==> config.mk <==
export PLATFORM = sky130hd
export DESIGN_NAME = frv_gpr_writer
export DESIGN_NICKNAME = d
export VERILOG_FILES = /design/src/rtl/frv_gpr_writer_pkg.sv /design/src/rtl/frv_gpr_wr_fifo.sv /design/src/rtl/frv_gpr_writer.sv
export SDC_FILE = /design/constraint.sdc
export NUM_CORES = 1
export LEC_CHECK = 0
export BUFFER_PORTS_ARGS = -buffer_cell sky130_fd_sc_hd__buf_2
export CAP_MARGIN = 20
export CORE_UTILIZATION = 48
export CTS_CLUSTER_DIAMETER = 60
export CTS_CLUSTER_SIZE = 40
export DETAILED_ROUTE_END_ITERATION = 10
export PLACE_DENSITY = 0.77
export SLEW_MARGIN = 20
export SYNTH_ARGS = -nofsm -noshare
export SYNTH_HDL_FRONTEND = slang
export SYNTH_SLANG_ARGS = --single-unit
==> constraint.sdc <==
create_clock -name g_clk -period 4.5 [get_ports g_clk]
set_input_delay 1.125 -clock g_clk [delete_from_list [all_inputs] [get_ports g_clk]]
set_output_delay 1.125 -clock g_clk [all_outputs]
set_load 0.005 [all_outputs]
==> src/rtl/frv_gpr_writer_pkg.sv <==
// ----------------------------------------------------------------------------
// frv_gpr_writer_pkg
//   Shared types and helpers for the GPR write-side master.
//   - gpr_wr_req_t : one GPR write request {wide, addr, wdata}
//   - wr_src_e     : which source owns the GPR write port in a given cycle
//   - gpr_norm_addr: forces wide destinations to the even register of the pair
//   - gpr_mask     : one-hot (or two-hot for wide) register mask, x0 excluded
// ----------------------------------------------------------------------------
package frv_gpr_writer_pkg;

    localparam int unsigned GPR_ADDR_W = 5;
    localparam int unsigned GPR_NUM    = 32;

    typedef struct packed {
        logic                  wide;
        logic [GPR_ADDR_W-1:0] addr;
        logic [63:0]           wdata;
    } gpr_wr_req_t;

    typedef enum logic [1:0] {
        SRC_NONE = 2'd0,
        SRC_PIPE = 2'd1,
        SRC_LONG = 2'd2
    } wr_src_e;

    function automatic logic [GPR_ADDR_W-1:0] gpr_norm_addr(
        input logic                  wide,
        input logic [GPR_ADDR_W-1:0] addr
    );
        return wide ? {addr[GPR_ADDR_W-1:1], 1'b0} : addr;
    endfunction

    // x0 is hard-wired zero, so its bit is never part of a mask.
    function automatic logic [GPR_NUM-1:0] gpr_mask(
        input logic                  wide,
        input logic [GPR_ADDR_W-1:0] addr
    );
        logic [GPR_ADDR_W-1:0] base;
        logic [GPR_NUM-1:0]    m;
        base    = gpr_norm_addr(wide, addr);
        m       = '0;
        m[base] = 1'b1;
        if (wide) begin
            m[base | GPR_ADDR_W'(1)] = 1'b1;
        end
        m[0] = 1'b0;
        return m;
    endfunction

endpackage

==> src/rtl/frv_gpr_wr_fifo.sv <==
// ----------------------------------------------------------------------------
// frv_gpr_wr_fifo
//   Synchronous FIFO of gpr_wr_req_t used to buffer long-latency results.
//   Ports:
//     clk_i, rst_i  : clock, synchronous active-high reset (empties the FIFO)
//     push_i        : write push_data_i (accepted when not full, or when full
//                     and popping in the same cycle)
//     push_data_i   : request to enqueue
//     pop_i         : drop the head entry (ignored when empty)
//     head_o        : current head entry
//     full_o/empty_o: occupancy flags, derived from registered count
// ----------------------------------------------------------------------------
module frv_gpr_wr_fifo
    import frv_gpr_writer_pkg::*;
#(
    parameter int unsigned DEPTH = 2
) (
    input  logic        clk_i,
    input  logic        rst_i,
    input  logic        push_i,
    input  gpr_wr_req_t push_data_i,
    input  logic        pop_i,
    output gpr_wr_req_t head_o,
    output logic        full_o,
    output logic        empty_o
);

    localparam int unsigned PTR_W = (DEPTH > 1) ? $clog2(DEPTH) : 1;
    localparam int unsigned CNT_W = PTR_W + 1;

    gpr_wr_req_t      mem_q [DEPTH];
    logic [PTR_W-1:0] wr_ptr_q, rd_ptr_q;
    logic [CNT_W-1:0] count_q;
    logic             do_push, do_pop;

    assign full_o  = (count_q == CNT_W'(DEPTH));
    assign empty_o = (count_q == '0);
    assign head_o  = mem_q[rd_ptr_q];

    assign do_pop  = pop_i && !empty_o;
    assign do_push = push_i && (!full_o || do_pop);

    always_ff @(posedge clk_i) begin
        if (rst_i) begin
            wr_ptr_q <= '0;
            rd_ptr_q <= '0;
            count_q  <= '0;
        end else begin
            if (do_push) begin
                wr_ptr_q <= wr_ptr_q + PTR_W'(1);
            end
            if (do_pop) begin
                rd_ptr_q <= rd_ptr_q + PTR_W'(1);
            end
            case ({do_push, do_pop})
                2'b10:   count_q <= count_q + CNT_W'(1);
                2'b01:   count_q <= count_q - CNT_W'(1);
                default: count_q <= count_q;
            endcase
        end
    end

    // Storage needs no reset: the count alone decides what is valid.
    always_ff @(posedge clk_i) begin
        if (do_push) begin
            mem_q[wr_ptr_q] <= push_data_i;
        end
    end

endmodule

==> src/rtl/frv_gpr_writer.sv <==
// ----------------------------------------------------------------------------
// frv_gpr_writer
//   Write-side master for the 2-bank GPR file. Merges in-order pipe writeback
//   and buffered long-latency results onto the single GPR write port, and
//   keeps a scoreboard of destinations still waiting for a long result.
//   Ports:
//     g_clk, g_reset               : clock, synchronous active-high reset
//     pipe_valid/ready/wide/addr/wdata : pipe writeback handshake + payload
//     long_valid/ready/wide/addr/wdata : long-unit result handshake + payload
//     claim_valid/wide/addr        : issue reserves a long destination
//     busy                         : scoreboard, bit n = xn pending
//     rd_wen/wide/addr/wdata/wdata_hi : registered GPR write port
//     wide_err                     : pulse, wide request had an odd address
// ----------------------------------------------------------------------------
module frv_gpr_writer
    import frv_gpr_writer_pkg::*;
#(
    parameter int unsigned FIFO_DEPTH = 2,
    parameter int unsigned STARVE_MAX = 4
) (
    input  logic                  g_clk,
    input  logic                  g_reset,
    input  logic                  pipe_valid,
    output logic                  pipe_ready,
    input  logic                  pipe_wide,
    input  logic [GPR_ADDR_W-1:0] pipe_addr,
    input  logic [63:0]           pipe_wdata,
    input  logic                  long_valid,
    output logic                  long_ready,
    input  logic                  long_wide,
    input  logic [GPR_ADDR_W-1:0] long_addr,
    input  logic [63:0]           long_wdata,
    input  logic                  claim_valid,
    input  logic                  claim_wide,
    input  logic [GPR_ADDR_W-1:0] claim_addr,
    output logic [GPR_NUM-1:0]    busy,
    output logic                  rd_wen,
    output logic                  rd_wide,
    output logic [GPR_ADDR_W-1:0] rd_addr,
    output logic [31:0]           rd_wdata,
    output logic [31:0]           rd_wdata_hi,
    output logic                  wide_err
);

    localparam int unsigned STARVE_W = $clog2(STARVE_MAX + 1);

    // ---------------- long-result FIFO ----------------
    gpr_wr_req_t long_req, fifo_head, pipe_req, sel_req;
    logic        fifo_push, fifo_pop, fifo_full, fifo_empty;

    assign long_req  = '{wide: long_wide, addr: long_addr, wdata: long_wdata};
    assign pipe_req  = '{wide: pipe_wide, addr: pipe_addr, wdata: pipe_wdata};

    // Full flag comes straight from the FIFO's registered count.
    assign long_ready = !fifo_full;
    assign fifo_push  = long_valid && long_ready;

    frv_gpr_wr_fifo #(
        .DEPTH(FIFO_DEPTH)
    ) u_fifo (
        .clk_i       (g_clk),
        .rst_i       (g_reset),
        .push_i      (fifo_push),
        .push_data_i (long_req),
        .pop_i       (fifo_pop),
        .head_o      (fifo_head),
        .full_o      (fifo_full),
        .empty_o     (fifo_empty)
    );

    // ---------------- arbitration and starvation ----------------
    logic [STARVE_W-1:0] starve_q, starve_d;
    wr_src_e             sel_src;

    // Withholding pipe_ready for one cycle guarantees the head pops below.
    assign pipe_ready = (starve_q != STARVE_W'(STARVE_MAX));

    always_comb begin
        sel_src  = SRC_NONE;
        sel_req  = '0;
        fifo_pop = 1'b0;
        if (pipe_valid && pipe_ready) begin
            sel_src = SRC_PIPE;
            sel_req = pipe_req;
        end else if (!fifo_empty) begin
            sel_src  = SRC_LONG;
            sel_req  = fifo_head;
            fifo_pop = 1'b1;
        end
    end

    always_comb begin
        starve_d = starve_q;
        if (fifo_pop) begin
            starve_d = '0;
        end else if (fifo_full) begin
            starve_d = starve_q + STARVE_W'(1);
        end
    end

    // ---------------- output stage ----------------
    logic                  rd_wen_q,  rd_wen_d;
    logic                  rd_wide_q, rd_wide_d;
    logic                  rd_long_q, rd_long_d;
    logic                  werr_q,    werr_d;
    logic [GPR_ADDR_W-1:0] rd_addr_q, rd_addr_d;
    logic [63:0]           rd_data_q, rd_data_d;

    always_comb begin
        rd_wen_d  = 1'b0;
        rd_wide_d = 1'b0;
        rd_long_d = 1'b0;
        werr_d    = 1'b0;
        rd_addr_d = rd_addr_q;
        rd_data_d = rd_data_q;
        if (sel_src != SRC_NONE) begin
            // Non-wide x0 writes complete the handshake but never reach the file.
            rd_wen_d  = sel_req.wide || (sel_req.addr != '0);
            rd_wide_d = sel_req.wide;
            rd_long_d = (sel_src == SRC_LONG);
            werr_d    = sel_req.wide && sel_req.addr[0];
            rd_addr_d = gpr_norm_addr(sel_req.wide, sel_req.addr);
            rd_data_d = sel_req.wdata;
        end
    end

    // ---------------- scoreboard ----------------
    logic [GPR_NUM-1:0] busy_q, busy_d, busy_set, busy_clr;

    always_comb begin
        busy_set = '0;
        busy_clr = '0;
        if (claim_valid) begin
            busy_set = gpr_mask(claim_wide, claim_addr);
        end
        if (rd_wen_q && rd_long_q) begin
            busy_clr = gpr_mask(rd_wide_q, rd_addr_q);
        end
        // Set after clear: a fresh claim outlives a same-cycle commit.
        busy_d    = (busy_q & ~busy_clr) | busy_set;
        busy_d[0] = 1'b0;
    end

    always_ff @(posedge g_clk) begin
        if (g_reset) begin
            starve_q  <= '0;
            rd_wen_q  <= 1'b0;
            rd_wide_q <= 1'b0;
            rd_long_q <= 1'b0;
            werr_q    <= 1'b0;
            rd_addr_q <= '0;
            rd_data_q <= '0;
            busy_q    <= '0;
        end else begin
            starve_q  <= starve_d;
            rd_wen_q  <= rd_wen_d;
            rd_wide_q <= rd_wide_d;
            rd_long_q <= rd_long_d;
            werr_q    <= werr_d;
            rd_addr_q <= rd_addr_d;
            rd_data_q <= rd_data_d;
            busy_q    <= busy_d;
        end
    end

    assign busy        = busy_q;
    assign rd_wen      = rd_wen_q;
    assign rd_wide     = rd_wide_q;
    assign rd_addr     = rd_addr_q;
    assign rd_wdata    = rd_data_q[31:0];
    assign rd_wdata_hi = rd_data_q[63:32];
    assign wide_err    = werr_q;

endmodule

**Word level (Yosys, flattened, before mapping)**

Memory sizes are Yosys's and may differ from the RTL's. A register that Yosys moved wholly into a read port is not among the register bits.
Index checks and enable logic that the tools add are counted.
W data, S select, Z words.

- Order comparisons: 8
- Add/sub/neg operators: 5
- Reduce and logical (&&, ||, !) cells: 20
- Bitwise operators: 6
- Equality and inequality tests: 5
- Multiplexer cells: 26

Operator list:

| operator | number |
|---|---|
| $mux W70 | 2 |
| $mux W32 | 4 |
| $or A32 B32 Y32 | 3 |
| $and A32 B32 Y32 | 1 |
| $not A32 Y32 | 1 |
| $lt A5 B6 Y1 const B | 4 |
| $ge A5 B1 Y1 const B | 4 |
| $mux W1 | 13 |
| $demux W1 S5 | 2 |
| $logic_and A1 B1 Y1 | 10 |
| $demux W1 S4 | 2 |
| $eq A2 B2 Y1 const B | 3 |
| $reduce_bool A5 Y1 | 1 |
| $mux W2 | 2 |
| $pmux W2 S2 | 1 |
| $reduce_bool A2 Y1 | 2 |
| $reduce_or A2 Y1 | 2 |
| $add A3 B1 Y3 const B | 1 |
| $ne A3 B3 Y1 const B | 1 |
| $add A1 B1 Y1 const B | 2 |
| $add A2 B1 Y2 const B | 1 |
| $eq A2 B1 Y1 const B | 1 |
| $logic_not A1 Y1 | 2 |
| $logic_not A2 Y1 | 1 |
| 3 further kinds | 4 |

- Bits in registers: 112
- Bits of input ports: 151
- Word-level logic and storage cells: 83
- RAM bits: 140
- Memories kept: 1
- Output and inout bits: 106

Memories:

| memory | words | bits a word | read ports | clocked after Yosys merged registers in | write ports | line | RTL |
|---|---|---|---|---|---|---|---|
| u_fifo.mem_q | 2 | 70 | 1 | 1 | 1 | frv_gpr_wr_fifo.sv:31 | `gpr_wr_req_t mem_q [DEPTH];` |

**Logic depth before layout (Yosys ltp)**

- Word-level depth: 11
- Depth in mapped cells: 8
- Depth with buffers taken out: 8

**Hierarchy**

Synthesis repeated with hierarchy kept, for this count alone.

- Cell total of the unflattened synthesis: 739
- Area, all modules: 10,010.9 um^2

By module, submodules not included:

| module | area an instance (um^2) | times used | cells each | seq. area each (um^2) |
|---|---|---|---|---|
| frv_gpr_wr_fifo | 5,296.3 | 1 | 248 | 4,304.1 |
| frv_gpr_writer | 4,714.5 | 1 | 491 | 2,142.1 |

**Worst setup path after synthesis**

No wires, ideal clock.

- Path type: in2reg
- Start point: in long_valid
- End point: mem u_fifo.mem_q[0][0] (netlist name) (enable)
- Stages: 2
- Arrival: 4,140 ps
- Required time: 4,002 ps
- Path buffers: 0
- Setup time: 498 ps
- Setup slack: -139 ps
- Cells stage by stage: nand2_1 > nor2_1

- Word-level cells in the longest chain between the ends: 4

Ends and longest elaborated chain:

| what | line | RTL |
|---|---|---|
| start: declaration | frv_gpr_writer.sv:28 | `input logic long_valid,` |
| $logic_and A1 B1 Y1 | frv_gpr_writer.sv:56 | `assign fifo_push = long_valid && long_ready;` |
| $logic_and A1 B1 Y1 | frv_gpr_wr_fifo.sv:41 | `assign do_push = push_i && (!full_o \|\| do_pop);` |
| $mux W1 | frv_gpr_wr_fifo.sv:65 | `if (do_push) begin` |
| $mux W1 (implied by the code) | frv_gpr_wr_fifo.sv:66 | `mem_q[wr_ptr_q] <= push_data_i;` |
| end: declaration | frv_gpr_wr_fifo.sv:31 |  |

Every way passes these cells.

**Worst setup path after layout**

- Start point: reg u_fifo.count_q[0]
- End point: out long_ready

- Word-level cells in the longest chain between the ends: 2

Ends and longest elaborated chain:

| what | line | RTL |
|---|---|---|
| start: declaration | frv_gpr_wr_fifo.sv:33 | `logic [CNT_W-1:0] count_q;` |
| start signal: assignment | frv_gpr_wr_fifo.sv:56 | `2'b10: count_q <= count_q + CNT_W'(1);` |
| start signal: assignment | frv_gpr_wr_fifo.sv:57 | `2'b01: count_q <= count_q - CNT_W'(1);` |
| start signal: assignment | frv_gpr_wr_fifo.sv:58 | `default: count_q <= count_q;` |
| $eq A2 B2 Y1 | frv_gpr_wr_fifo.sv:36 | `assign full_o = (count_q == CNT_W'(DEPTH));` |
| $logic_not A1 Y1 | frv_gpr_writer.sv:55 | `assign long_ready = !fifo_full;` |
| end: declaration | frv_gpr_writer.sv:29 | `output logic long_ready,` |

Every way passes these cells.

==> PnR_summary.wiki <==
{| class="wikitable"
! Metric !! Value
|-
| Tot GR Track Use || 20.3%
|-
| Proportion of synthesized area in mux cells || 7.10%
|-
| Synthesized flop and latch total || 252
|-
| Starting utilization of the core area || 49.2%
|-
| Final total negative setup slack || 0 ps
|-
| Number of DRC violations after detailed routing || 0
|-
| Number of pins exceeding their max-slew limit in the final report || 0
|-
| Worst vdd rail ir drop || 332 uV
|-
| Count of port buffers added during placement || 255
|-
| CP Class || flip-flop to output port
|-
| Commonest cells after routing, fill and taps aside || 254 x sky130_fd_sc_hd__buf_2, 153 x sky130_fd_sc_hd__nand2_1, 140 x sky130_fd_sc_hd__edfxtp_1
|-
| Timing-limited maximum frequency || 0.395 GHz
|-
| Post-synthesis sequential area ratio || 64.4%
|-
| Buffer cell driving the clock tree root || sky130_fd_sc_hd__clkbuf_16
|-
| Maximum level of the CTS H-tree || 1
|-
| Die Span X || 146 um
|-
| Final weighted congestion of routability-driven global placement || 0.881
|-
| Power density over cell area || 543 nW/um2
|-
| Synthesized-area fraction occupied by and/or/nand/nor cells || 10.1%
|-
| Die area || 21400 um2
|-
| Critical path arrival || 1410 ps
|-
| Count of hold buffers inserted by post-cts repair || 0
|-
| Class of the tightest hold or removal check || flip-flop to flip-flop
|-
| Detail Route met2 WL || 11.1 mm
|-
| Count of pins on the block boundary || 257
|-
| Arithmetic-cell share of the synthesized area counting full adders, half adders and majority gates || 0.375%
|-
| TritonCTS clock tree || done
|-
| Peak fanout along the critical path || 6
|-
| Leak || 4.63 nW
|-
| Maximum number of pins on one net before global-route repair || 94
|-
| Post-cts resize count || 0
|-
| Global-route wire length before repair || 34.8 mm
|-
| Die extent in y || 146 um
|-
| Number of nets in the finished design || 1219
|-
| Number of global-route vias before repair || 6674
|-
| Wire per inst || 16.4 um
|-
| Final HPWL DP || 14.6 mm
|-
| DRT Wirelength || 22.2 mm
|-
| Setup repair after global routing missed its margin || no
|-
| Post-Syn Nets || 992
|-
| Placement Rows || 52
|-
| Share of post-route cells with drive strength above 1 || 33.6%
|-
| Endpoint required time on the critical path || 3380 ps
|-
| Sort of element at the end of the critical path || output port
|-
| Number of vias in the routed layout || 7073
|-
| Combinational family with the most area after synthesis || compound AO/OA/AOI/OAI gates
|-
| Max layer used || met5
|-
| Area share of the largest cell type after synthesis || 42.0%
|-
| Worst slew margin relative to its limit || 25.3%
|-
| Synth Area in XOR/XNOR || 0.525%
|-
| Status || complete, no violations
|-
| Synth Warn # || 0
|-
| Worst Tran Pin Value || 1120 ps
|-
| Final critical-path required period || 2530 ps
|-
| Core outline area || 20400 um2
|-
| Layout overhead on the synthesized area || 20.7%
|-
| Clock transition at path regs || 90 ps
|-
| Yosys top cell by area || sky130_fd_sc_hd__edfxtp_1
|-
| Number of clock buffers inserted by TritonCTS || 18
|-
| Mean Syn Cell Area || 11.9 um2
|-
| Startpoint of the most critical setup path || u_fifo.count_q[0]
|-
| Antenna violations before repair || 4
|-
| Met3 layer wire length in the routed design || 1.41 mm
|-
| Number of design-rule violations left by the first detailed-router iteration || 359
|-
| TritonCTS Sinks || 252
|-
| Global-route congestion overflow total || 0
|-
| Worst Setup Start Kind || flip-flop
|-
| Number of different library cells in the post-synthesis netlist || 44
|-
| Count of buffers added by post-CTS timing repair for setup || 0
|-
| Top cells by area, synth || sky130_fd_sc_hd__edfxtp_1 42%, sky130_fd_sc_hd__dfxtp_1 22%, sky130_fd_sc_hd__mux2i_1 7.1%, sky130_fd_sc_hd__nand2_1 5.7%, sky130_fd_sc_hd__a21oi_1 4.1%
|-
| Netlist area before placement || 10000 um2
|-
| Setup Skew || 12.7 ps
|-
| Most common cell after layout, fill and taps aside || sky130_fd_sc_hd__buf_2
|-
| Worst hold path startpoint || busy[5]
|-
| Synthesized instance count || 838
|-
| Clock latency of the later-clocked register in the worst-skew pair || 500 ps
|-
| WL met1 || 9.11 mm
|-
| Synth Area in Compound Gates || 14.4%
|-
| Routed Antenna Nets || 0
|-
| Final critical-path share of the clock period || 56.3%
|-
| Finished Core Util || 59.3%
|-
| Endpoints failing hold || 0
|-
| Mean number of vias per cell || 5.24
|-
| Final setup viols || 0
|-
| Clock buffer depth || 3
|-
| Number of maximum-capacitance violations || 0
|-
| Pre-Repair DR Iteration Count || 5
|}
metrics by stage:
stage | hold WS [ps] | cell area (um2) | instances | setup slack [ps] | power (mW)
6_report | 476 | 12100 | 1351 | 1970 | 6.56
5_1_grt | 489 | 12100 | 1349 | 1880 | 6.92
4_1_cts | 477 | 12100 | 1347 | 1940 | 6.63
3_5_place_dp | 465 | 11400 | 1315 | 1760 | 4.90
3_3_place_gp | 458 | 11400 | 1315 | 1810 | 4.86
2_1_floorplan | 465 | 10000 | 838 | 1030 | 4.43
worst max-delay path, stage by stage (launching register included):
cell,delay [ps]
sky130_fd_sc_hd__dfxtp_1,440
sky130_fd_sc_hd__nand2b_1,300
sky130_fd_sc_hd__buf_2,170
sequential cells by signal, indices dropped and copies added, names as in the netlist, named ones only:
| signal | cells |
|---|---|
| u_fifo.mem_q | 140 |
| rd_data_q | 64 |
| busy | 31 |
| rd_addr | 5 |
| starve_q | 3 |
| u_fifo.count_q | 2 |
| rd_long_q | 1 |
| rd_wen | 1 |
| rd_wide | 1 |
| u_fifo.rd_ptr_q | 1 |
| u_fifo.wr_ptr_q | 1 |
| wide_err | 1 |
per-layer routing:
| metal | vias to the layer above | GRT usage [%] |
|---|---|---|
| li1 | 3494 | - |
| met1 | 3291 | 25.6 |
| met2 | 242 | 34.9 |
| met3 | 44 | 4.03 |
| met4 | 2 | 7.03 |
| met5 | - | 0 |
worst paths after layout:
| kind | slack, ps | cells after the start | endpoint |
|---|---|---|---|
| worst max-delay path | 1970 | 2 | long_ready |
| worst min-delay path | 480 | 2 | busy[5] |
| worst max register to register | 2240 | 5 | rd_data_q[32] |
| worst min register to register | 480 | 2 | busy[5] |
area by class of cell:
class | instances | area [um2]
antenna | 4 | 10.0
tap | 270 | 338
multi-input combinational | 526 | 3280
inverter | 5 | 18.8
sequential | 252 | 6450
clock inverter | 13 | 149
fill | 1699 | 8280
clock buffer | 19 | 475
timing repair buffer | 262 | 1360
cell families after synthesis:
| family | Yosys count |
|---|---|
| DFF | 252 |
| and+or+nand+nor | 231 |
| other | 1 |
| xor gates and xnor gates | 6 |
| muxes | 71 |
| AOI/OAI and AO/OA | 214 |
| adders and majority gates | 3 |
| buffers and inverters | 60 |
where the power goes:
part	leakage [nW]	switching [mW]	internal [mW]
logic	2.09	1.03	0.705
registers	2.23	0.251	2.84
clock network	0.305	0.898	0.837
total	4.63	2.18	4.38
synth_stat cells, drive strengths merged:
library cell  count
and3              2
a211oi            1
or2               4
nand3             5
nor2             19
nor2b             1
a21boi            1
or3               1
nand2b            9
or4               1
o31ai             1
clkbuf           24
o2111ai           1
nor3b             5
xor2              2
nand4             1
conb              1
ha                3
nor3              9
o21a              1
o21ai            37
dfxtp           112
inv               5
a21oi           103
nand2           171
and2              1
mux2i            71
a21bo             1
o211ai           66
buf              31
xnor2             4
edfxtp          140
and3b             2
o22ai             1
a41oi             1
Note: power is estimated with default switching activity, not from simulation.
